--- src/rtl/alu_pkg.sv ---
`default_nettype none
// +----------------------------------------------------------------------+
// | Module   : alu_pkg                                                   |
// | Purpose  : Shared function codes, FSM state encoding and default     |
// |            word size for the multi-cycle ALU.                        |
// | Revision : 1.0 - initial release                                     |
// +----------------------------------------------------------------------+
package alu_pkg;

  localparam int WORD_SIZE = 16;

  // Single-cycle function set inherited from the datapath ALU
  localparam logic [4:0] ALU_ADD = 5'd0;
  localparam logic [4:0] ALU_SUB = 5'd1;
  localparam logic [4:0] ALU_AND = 5'd2;
  localparam logic [4:0] ALU_ORR = 5'd3;
  localparam logic [4:0] ALU_NOT = 5'd4;
  localparam logic [4:0] ALU_TCP = 5'd5;
  localparam logic [4:0] ALU_SHL = 5'd6;
  localparam logic [4:0] ALU_SHR = 5'd7;
  localparam logic [4:0] ALU_BNE = 5'd8;
  localparam logic [4:0] ALU_BEQ = 5'd9;
  localparam logic [4:0] ALU_BGZ = 5'd10;
  localparam logic [4:0] ALU_BLZ = 5'd11;
  // Iterative operations
  localparam logic [4:0] ALU_MUL = 5'd12;
  localparam logic [4:0] ALU_DIV = 5'd13;

  typedef enum logic [1:0] {
    ST_IDLE = 2'd0,
    ST_MUL  = 2'd1,
    ST_DIV  = 2'd2,
    ST_DONE = 2'd3
  } alu_state_e;

endpackage
`default_nettype wire

--- src/rtl/alu_iter_core.sv ---
`default_nettype none
// +----------------------------------------------------------------------+
// | Module   : alu_iter_core                                             |
// | Purpose  : Shared iterative datapath: unsigned shift-add multiply    |
// |            and unsigned restoring divide, one bit per cycle.         |
// | Revision : 1.0 - initial release                                     |
// +----------------------------------------------------------------------+
module alu_iter_core #(
  parameter int WIDTH = 16
) (
  input  logic             clk,
  input  logic             rst_n,
  input  logic             start_i,
  input  logic             div_i,
  input  logic [WIDTH-1:0] a_i,
  input  logic [WIDTH-1:0] b_i,
  output logic             done_o,
  output logic [WIDTH-1:0] lo_o,
  output logic [WIDTH-1:0] hi_o
);

  localparam int CW = $clog2(WIDTH) + 1;

  // acc: product high word / partial remainder
  // sh : multiplier being consumed LSB-first / dividend shifting out MSB-first
  logic [WIDTH-1:0] acc_q, acc_d;
  logic [WIDTH-1:0] sh_q, sh_d;
  logic [WIDTH-1:0] opnd_q;
  logic             div_q;
  logic             busy_q;
  logic [CW-1:0]    cnt_q;

  logic [WIDTH:0]   w_lhs;
  logic [WIDTH:0]   w_rhs;
  logic [WIDTH:0]   w_sum;
  logic             w_ge;

  // One adder serves both ops: add the multiplicand, or subtract the divisor
  always_comb begin
    w_lhs = div_q ? {acc_q, sh_q[WIDTH-1]} : {1'b0, acc_q};
    if (div_q)
      w_rhs = ~{1'b0, opnd_q};
    else if (sh_q[0])
      w_rhs = {1'b0, opnd_q};
    else
      w_rhs = '0;
    w_sum = w_lhs + w_rhs + {{WIDTH{1'b0}}, div_q};
    // Top bit of the difference is the borrow: clear means the divisor fits
    w_ge  = ~w_sum[WIDTH];
    if (div_q) begin
      acc_d = w_ge ? w_sum[WIDTH-1:0] : w_lhs[WIDTH-1:0];
      sh_d  = {sh_q[WIDTH-2:0], w_ge};
    end else begin
      acc_d = w_sum[WIDTH:1];
      sh_d  = {w_sum[0], sh_q[WIDTH-1:1]};
    end
  end

  // Final iteration is the one taken while the counter shows WIDTH-1
  assign done_o = busy_q && (cnt_q == CW'(WIDTH - 1));
  assign lo_o   = sh_d;
  assign hi_o   = acc_d;

  // Operand load on start, then one shift/add-or-subtract step per cycle
  always_ff @(posedge clk or negedge rst_n) begin
    if (!rst_n) begin
      acc_q  <= '0;
      sh_q   <= '0;
      opnd_q <= '0;
      div_q  <= 1'b0;
      busy_q <= 1'b0;
      cnt_q  <= '0;
    end else if (start_i) begin
      acc_q  <= '0;
      sh_q   <= a_i;
      opnd_q <= b_i;
      div_q  <= div_i;
      busy_q <= 1'b1;
      cnt_q  <= '0;
    end else if (busy_q) begin
      acc_q <= acc_d;
      sh_q  <= sh_d;
      if (done_o) begin
        busy_q <= 1'b0;
        cnt_q  <= '0;
      end else begin
        cnt_q <= cnt_q + CW'(1);
      end
    end
  end

endmodule
`default_nettype wire

--- src/rtl/alu_multicycle.sv ---
`default_nettype none
// +----------------------------------------------------------------------+
// | Module   : alu_multicycle                                            |
// | Purpose  : Multi-cycle ALU with valid/ready handshake; single-cycle  |
// |            ops plus iterative MUL/DIV, results held until consumed.  |
// | Revision : 1.0 - initial release                                     |
// +----------------------------------------------------------------------+
module alu_multicycle
  import alu_pkg::*;
#(
  parameter int WIDTH = WORD_SIZE
) (
  input  logic             clk,
  input  logic             reset_n,
  input  logic             in_valid,
  output logic             in_ready,
  input  logic [WIDTH-1:0] op1,
  input  logic [WIDTH-1:0] op2,
  input  logic [4:0]       func_code,
  output logic             out_valid,
  input  logic             out_ready,
  output logic [WIDTH-1:0] a_result,
  output logic [WIDTH-1:0] hi_result,
  output logic             b_result,
  output logic             error
);

  alu_state_e       state_q;
  logic             out_valid_q;
  logic [WIDTH-1:0] a_q;
  logic [WIDTH-1:0] hi_q;
  logic             b_q;
  logic             err_q;

  logic             w_accept;
  logic [WIDTH-1:0] w_a;
  logic [WIDTH-1:0] w_hi;
  logic             w_b;
  logic             w_err;
  logic             w_mul;
  logic             w_div;
  logic             w_core_done;
  logic [WIDTH-1:0] w_core_lo;
  logic [WIDTH-1:0] w_core_hi;

  assign in_ready = (state_q == ST_IDLE) || ((state_q == ST_DONE) && out_ready);
  assign w_accept = in_valid && in_ready;

  // Decode the request: single-cycle results, or which iterative op to start
  always_comb begin
    w_a   = '0;
    w_hi  = '0;
    w_b   = 1'b0;
    w_err = 1'b0;
    w_mul = 1'b0;
    w_div = 1'b0;
    case (func_code)
      ALU_ADD: w_a = op1 + op2;
      ALU_SUB: w_a = op1 - op2;
      ALU_AND: w_a = op1 & op2;
      ALU_ORR: w_a = op1 | op2;
      ALU_NOT: w_a = ~op1;
      ALU_TCP: w_a = ~op1 + WIDTH'(1);
      ALU_SHL: w_a = {op1[WIDTH-2:0], 1'b0};
      ALU_SHR: w_a = {op1[WIDTH-1], op1[WIDTH-1:1]};
      ALU_BNE: w_b = (op1 != op2);
      ALU_BEQ: w_b = (op1 == op2);
      ALU_BGZ: w_b = !op1[WIDTH-1] && (op1 != '0);
      ALU_BLZ: w_b = op1[WIDTH-1];
      ALU_MUL: w_mul = 1'b1;
      ALU_DIV: begin
        if (op2 == '0) begin
          // Divide-by-zero resolves immediately, no iteration
          w_a   = '1;
          w_hi  = op1;
          w_err = 1'b1;
        end else begin
          w_div = 1'b1;
        end
      end
      default: w_err = 1'b1;
    endcase
  end

  alu_iter_core #(
    .WIDTH (WIDTH)
  ) u_iter (
    .clk     (clk),
    .rst_n   (reset_n),
    .start_i (w_accept && (w_mul || w_div)),
    .div_i   (w_div),
    .a_i     (op1),
    .b_i     (op2),
    .done_o  (w_core_done),
    .lo_o    (w_core_lo),
    .hi_o    (w_core_hi)
  );

  // Control FSM and result registers; results move only on accept or final iteration
  always_ff @(posedge clk or negedge reset_n) begin
    if (!reset_n) begin
      state_q     <= ST_IDLE;
      out_valid_q <= 1'b0;
      a_q         <= '0;
      hi_q        <= '0;
      b_q         <= 1'b0;
      err_q       <= 1'b0;
    end else begin
      case (state_q)
        ST_IDLE, ST_DONE: begin
          if (w_accept) begin
            if (w_mul) begin
              state_q     <= ST_MUL;
              out_valid_q <= 1'b0;
            end else if (w_div) begin
              state_q     <= ST_DIV;
              out_valid_q <= 1'b0;
            end else begin
              state_q     <= ST_DONE;
              out_valid_q <= 1'b1;
              a_q         <= w_a;
              hi_q        <= w_hi;
              b_q         <= w_b;
              err_q       <= w_err;
            end
          end else if ((state_q == ST_DONE) && out_ready) begin
            state_q     <= ST_IDLE;
            out_valid_q <= 1'b0;
          end
        end
        ST_MUL, ST_DIV: begin
          if (w_core_done) begin
            state_q     <= ST_DONE;
            out_valid_q <= 1'b1;
            a_q         <= w_core_lo;
            hi_q        <= w_core_hi;
            b_q         <= 1'b0;
            err_q       <= 1'b0;
          end
        end
        default: state_q <= ST_IDLE;
      endcase
    end
  end

  assign out_valid = out_valid_q;
  assign a_result  = a_q;
  assign hi_result = hi_q;
  assign b_result  = b_q;
  assign error     = err_q;

endmodule
`default_nettype wire
--- config.mk ---
export PLATFORM = sky130hd
export DESIGN_NAME = alu_multicycle
export DESIGN_NICKNAME = d
export VERILOG_FILES = /design/src/rtl/alu_pkg.sv /design/src/rtl/alu_iter_core.sv /design/src/rtl/alu_multicycle.sv
export SDC_FILE = /design/constraint.sdc
export NUM_CORES = 1
export LEC_CHECK = 0
export CORE_UTILIZATION = 65
export CTS_CLUSTER_SIZE = 30
export DETAILED_ROUTE_END_ITERATION = 8
export GPL_TIMING_DRIVEN = 0
export PLACE_DENSITY = 0.88
export RECOVER_POWER = 25
export SYNTH_ARGS = -nofsm -noshare
export SYNTH_HDL_FRONTEND = slang
export SYNTH_SLANG_ARGS = --single-unit
--- constraint.sdc ---
create_clock -name clk -period 11.21 [get_ports clk]
set_input_delay 2.242 -clock clk [delete_from_list [all_inputs] [get_ports clk]]
set_output_delay 2.242 -clock clk [all_outputs]
set_load 0.005 [all_outputs]
**Word-level counts from Yosys, hierarchy flattened**

Index checks and enable logic that the tools add are counted.

- Register bits: 92
- Input port bits: 41
- Word-level logic and storage cells: 122

- $add $sub $neg: 6
- Equal/unequal tests: 24
- Muxes and demuxes: 57
- Bitwise logic cells: 5
- Reduce and logical (&&, ||, !) cells: 18

Operators with widths:

| operator | count |
|---|---|
| 16-bit 2-to-1 mux | 19 |
| 16-bit case mux with 9 select lines | 1 |
| 16-bit case mux with 2 select lines | 2 |
| 5-bit by 4-bit equality test with 1-bit output, second input constant | 7 |
| 17-bit 2-to-1 mux | 2 |
| 5-bit by 3-bit equality test with 1-bit output, second input constant | 4 |
| 1-bit 2-to-1 mux | 20 |
| 17-bit by 1-bit adder with 17-bit output | 1 |
| 17-bit adder | 1 |
| 16-bit inverter with 17-bit output | 1 |
| 16-bit by 1-bit adder with 16-bit output, second input constant | 1 |
| 16-bit adder | 1 |
| 16-bit bitwise AND | 1 |
| 16-bit equality test | 1 |
| 16-bit logical NOT | 1 |
| 16-bit != test | 1 |
| 16-bit inverter | 1 |
| 16-bit bitwise OR | 1 |
| 16-bit nonzero test | 1 |
| 16-bit subtractor | 1 |
| 5-bit 2-to-1 mux | 3 |
| 13-bit OR reduction | 1 |
| 5-bit by 2-bit equality test with 1-bit output, second input constant | 2 |
| 2-bit 2-to-1 mux | 4 |
| 20 further kinds | 32 |

**Depth between registers and ports, before layout**

- Depth in word-level cells: 8
- Depth in mapped cells: 16
- Depth with buffers taken out: 13

**Cells and area by module**

From an unflattened synthesis, not the netlist that was laid out.

- Cells, all modules: 1132
- Area total of the unflattened synthesis: 9136.3 sq um

Modules (own cells, without submodules):

| module | instances | cells each | area each (sq um) | sequential area each (sq um) |
|---|---|---|---|---|
| alu_multicycle | 1 | 673 | 4967.3 | 925.9 |
| alu_iter_core | 1 | 459 | 4169.0 | 1376.3 |

**Least setup slack after synthesis**

OpenSTA, ideal clock, no wires.

- Path type: input port to output port
- From: input out_ready
- To: output in_ready
- Arrival: 2.416 ns
- Slack: 6.552 ns
- Cell stages on the path: 1
- Cells stage by stage: a21o_1

- Cells in the longest elaborated chain, start to end: 2

RTL lines:

| item | line | source |
|---|---|---|
| start, declared | alu_multicycle.sv:21 | `input logic out_ready,` |
| 1-bit logical AND | alu_multicycle.sv:46 | `assign in_ready = (state_q == ST_IDLE) \|\| ((state_q == ST_DONE) && out_ready);` |
| 1-bit logical OR | alu_multicycle.sv:46 |  |
| end, declared | alu_multicycle.sv:16 | `output logic in_ready,` |

Every way passes these cells.

**Worst setup path after layout**

- From: input op1[5]
- To: register a_q[15] (netlist: a_result[15])

- Cells in the longest elaborated chain, start to end: 7
- Elaborated cells between the ends (all ways): 9

RTL lines:

| item | line | source |
|---|---|---|
| start, declared | alu_multicycle.sv:17 | `input logic [WIDTH-1:0] op1,` |
| 16-bit inverter | alu_multicycle.sv:63 | `ALU_TCP: w_a = ~op1 + WIDTH'(1);` |
| 16-bit by 1-bit adder with 16-bit output | alu_multicycle.sv:63 |  |
| 16-bit case mux with 9 select lines * | alu_multicycle.sv:57 | `case (func_code)` |
| 16-bit 2-to-1 mux * | alu_multicycle.sv:115 | `end else if (w_div) begin` |
| 16-bit 2-to-1 mux * | alu_multicycle.sv:112 | `if (w_mul) begin` |
| 16-bit 2-to-1 mux * | alu_multicycle.sv:111 | `if (w_accept) begin` |
| 16-bit case mux with 2 select lines * | alu_multicycle.sv:109 | `case (state_q)` |
| end signal, assigned | alu_multicycle.sv:121 | `a_q <= w_a;` |
| end signal, assigned | alu_multicycle.sv:135 | `a_q <= w_core_lo;` |
| end, declared | alu_multicycle.sv:30 | `logic [WIDTH-1:0] a_q;` |

Mark *: on every way between the ends. The rest lies on a longest branch, timed or not. The select of a mux whose other input is x is not followed.
A chain may end at the register's enable or synchronous reset.

==> results.toml <==
[worst_setup_path]
crit_required_ns = 11.46
r2r_end = "u_iter.acc_q[8]"
rr_startpoint = "u_iter.div_q"
rrSetupSlack_ns = 5.62
path_common_cell = "inv_1"
crit_chain = "clkdlybuf4s50_1, clkbuf_1, inv_1, ha_1, inv_1, a21oi_1, o41ai_1, o31ai_1, a31o_2, o2111a_1, a221oi_1"
cpMaxStageDelayCell = "o41ai_1"
endpoint = "a_result[15]"
crit_start = "op1[5]"
cp-end-kind = "flop"
start_kind = "input pin"
critical_path_peak_fanout = 9
critPathKind = "input pin to flop"
cpPeakStageDelay_ns = 0.99
cp.arrival_ns = 6.19
ff2ff_path_depth = 14

[global_route]
antenna_found_initial = 0
grt_usage_pct = 47.9
first_global_vias = 9245
grt_max_degree = 52
grt-ovfl-total = 0
grt_pass1_wl_mm = 51.6

[power]
power.clock.fraction_pct = 10.2
pwr-share-seq_pct = 21.5
p_int_w = 0.00145
switchingPower_w = 0.00149
netSwitchingFraction_pct = 50.8
pwr-share-comb_pct = 68.2
powerDensity_mw_per_mm2 = 290
leakagePower_nw = 4.28
peakVddDrop_v = 0.000135

[hold_path]
hold_class = "flop to flop"

[cts]
post_cts_buffers = 0
clk_pin_slew_ns = 0.07
clockBufferDepth = 2
htree_levels = 3
insertion_delay_ns = 0.36
cts_sinks = 92
cts_hold_buf = 0
cts_resized = 0
cts_made_buffers = 9
cts_tree = "yes"
cts-root-buf = "clkbuf_16"

[yosys]
synth_top_family_by_area = "compound AO/OA/AOI/OAI gates"
synth_ff_type = "dfrtp_1"
yosys.area_share.adder_pct = 10.2
synth_compound_area_share_pct = 27.5
syn_nets = 1238
synthTopCellsByArea = "dfrtp_1, ha_1, o21ai_0, nand2_1, a21oi_1"
synth-simple-area-share_pct = 19.1
synth_cells = 1127
synthArstFlopShare_pct = 100
synth-edff-count = 0
ys_seq_elements = 92
ys_types = 79
syn_avg_cell_area_sq_um = 7.88
ys_seq_area_share_pct = 25.9
synth_top_area_cell = "dfrtp_1"
ys_warn_count = 0
syn_area_sq_mm = 0.00888
synth.area.mux_share_pct = 7.94
synth-xor-area-share_pct = 2.76
netlist.area_leader.share_pct = 25.9

[sta]
fin_skew_ns = 0.0118
setup_viol = 0
tightest_slew_ns = 2.76
clock.fmax_mhz = 168
min_period_ns = 5.94
rsz0062_at_grt = "no"
tns_ns = 0
whs_ns = 0.480
timing.final.crit_share_pct = 53.0
final_max_slew_viol_count = 95
hold_viol = 0
slew_headroom_pct = -83.8

[route]
vias = 9990
wl_mm = 33.3
viasPerCell = 7.17
wl_per_cell_um = 23.9
detail-route-antenna-nets = 0
drt-pass1-iter-count = 9
drtIter0Drc = 1891
drc_errors = 2

[placed_design]
hpwlAfterDp_mm = 25.6
dpl.cell_count = 1377
port_buffers = 73
gp_congestion = 1.02

[job]
drv_cap = 2

[status]
outcome = "complete, but fails checks"
violations = "DRC, capacitance limit, slew limit"

[floorplan]
die_w_um = 119
fp.dieH_um = 119
io_pins = 77
initial_utilization_pct = 66.8
dieArea_sq_mm = 0.0141
rows = 42
design.core.area_sq_mm = 0.0133

[finish]
layout.area.seq_sq_mm = 0.00230
stdcell_count = 1393
final_common_cell = "nand2_1"
nFillCells = 959
area_delta_synth_final_pct = 13.9
antenna_cells = 0
drive_gt1_share_pct = 6.82
layout_common_cells = "nand2_1, o21ai_0, dfrtp_1, a21oi_1, nor2_1"
multi_input_area_sq_mm = 0.00599
nNetsFinal = 1323
[final cells by class]
type	instances	share of cell area, %
well taps	176	2.18
multi-input cells	889	59.2
plain buffers	81	3.40
repair buffers	74	7.19
inverters	65	2.41
clock buffers	11	2.40
clock inverters	5	0.445
flip-flops and latches	92	22.7
[kinds of logic after synthesis]
logic type | count (synthesis)
AO/OA/AOI/OAI | 377
AND/OR/NAND/NOR | 349
buffers and inverters | 146
flip-flops | 92
adder cells (fa/ha/maj) | 70
multiplexers | 65
XOR/XNOR | 28
[synthesized netlist by cell type, types with 10 or more instances]
cell	number
nand2_1	126
o21ai_0	104
dfrtp_1	92
a21oi_1	81
nor2_1	79
ha_1	66
inv_1	63
clkbuf_1	61
mux2i_1	39
nor3_1	26
mux2_2	23
o22ai_1	21
xnor2_1	21
nand3_1	20
o211ai_1	18
nor4_1	17
a211oi_1	16
nor2b_1	15
a31oi_1	14
a21o_1	12
nand4_1	12
buf_2	11
a221oi_1	10
and3_1	10
o21bai_1	10
[power by group through the flow]
stage | Combinational, W | Sequential, W | Clock [W]
after floorplan | 0.00133 | 0.000587 | 0
after global placement | 0.00183 | 0.000620 | 0
after detailed placement | 0.00189 | 0.000627 | 0
after CTS | 0.00192 | 0.000623 | 0.000295
after global routing | 0.00215 | 0.000644 | 0.000307
final | 0.00200 | 0.000633 | 0.000301
[stage by stage]
stage | util [%] | setup slack, ns | power, W | instance area [sq um]
floorplan | - | 6.55 | 0.00192 | 8880
global placement | 74.0 | 4.69 | 0.00245 | 9840
detailed placement | 74.1 | 5.04 | 0.00252 | 9850
CTS | 76.3 | 5.39 | 0.00283 | 10100
global route | 76.1 | 4.72 | 0.00310 | 10100
finish | 76.1 | 5.27 | 0.00294 | 10100
[state kept, by name, summed over array words and instances, names as in the netlist]
signal and flops:
a_result 16, b_result 1, error 1, hi_result 16
out_valid 1, state_q 2, u_iter.acc_q 16, u_iter.busy_q 1
u_iter.cnt_q 5, u_iter.div_q 1, u_iter.opnd_q 16, u_iter.sh_q 16
[worst max-delay path: cells and delay by family]
kind                     cells  cell delay, ns
AO/OA/AOI/OAI                6            2.22
buffers and inverters        4            1.25
adder cells (fa/ha/maj)      1            0.46
[metal layers]
metal,part of all wire (%),vias to the layer above,GRT usage [%]
met5,0,-,1.10
met4,8.4,0,34.2
met3,12,242,10.2
met2,43,881,72.5
met1,36,4563,60.7
li1,-,4304,-
[how the worst min path moves through the flow]
stage	from	to	slack (ns)	cells after the start
after CTS	a_result[4]	a_result[4]	0.48	2
after detailed placement	a_result[4]	a_result[4]	0.47	2
after global placement	a_result[4]	a_result[4]	0.45	2
after global routing	b_result	b_result	0.51	1
after floorplan	a_result[1]	a_result[1]	0.46	2
final	a_result[4]	a_result[4]	0.48	2
(Power assumes the default switching activity.)
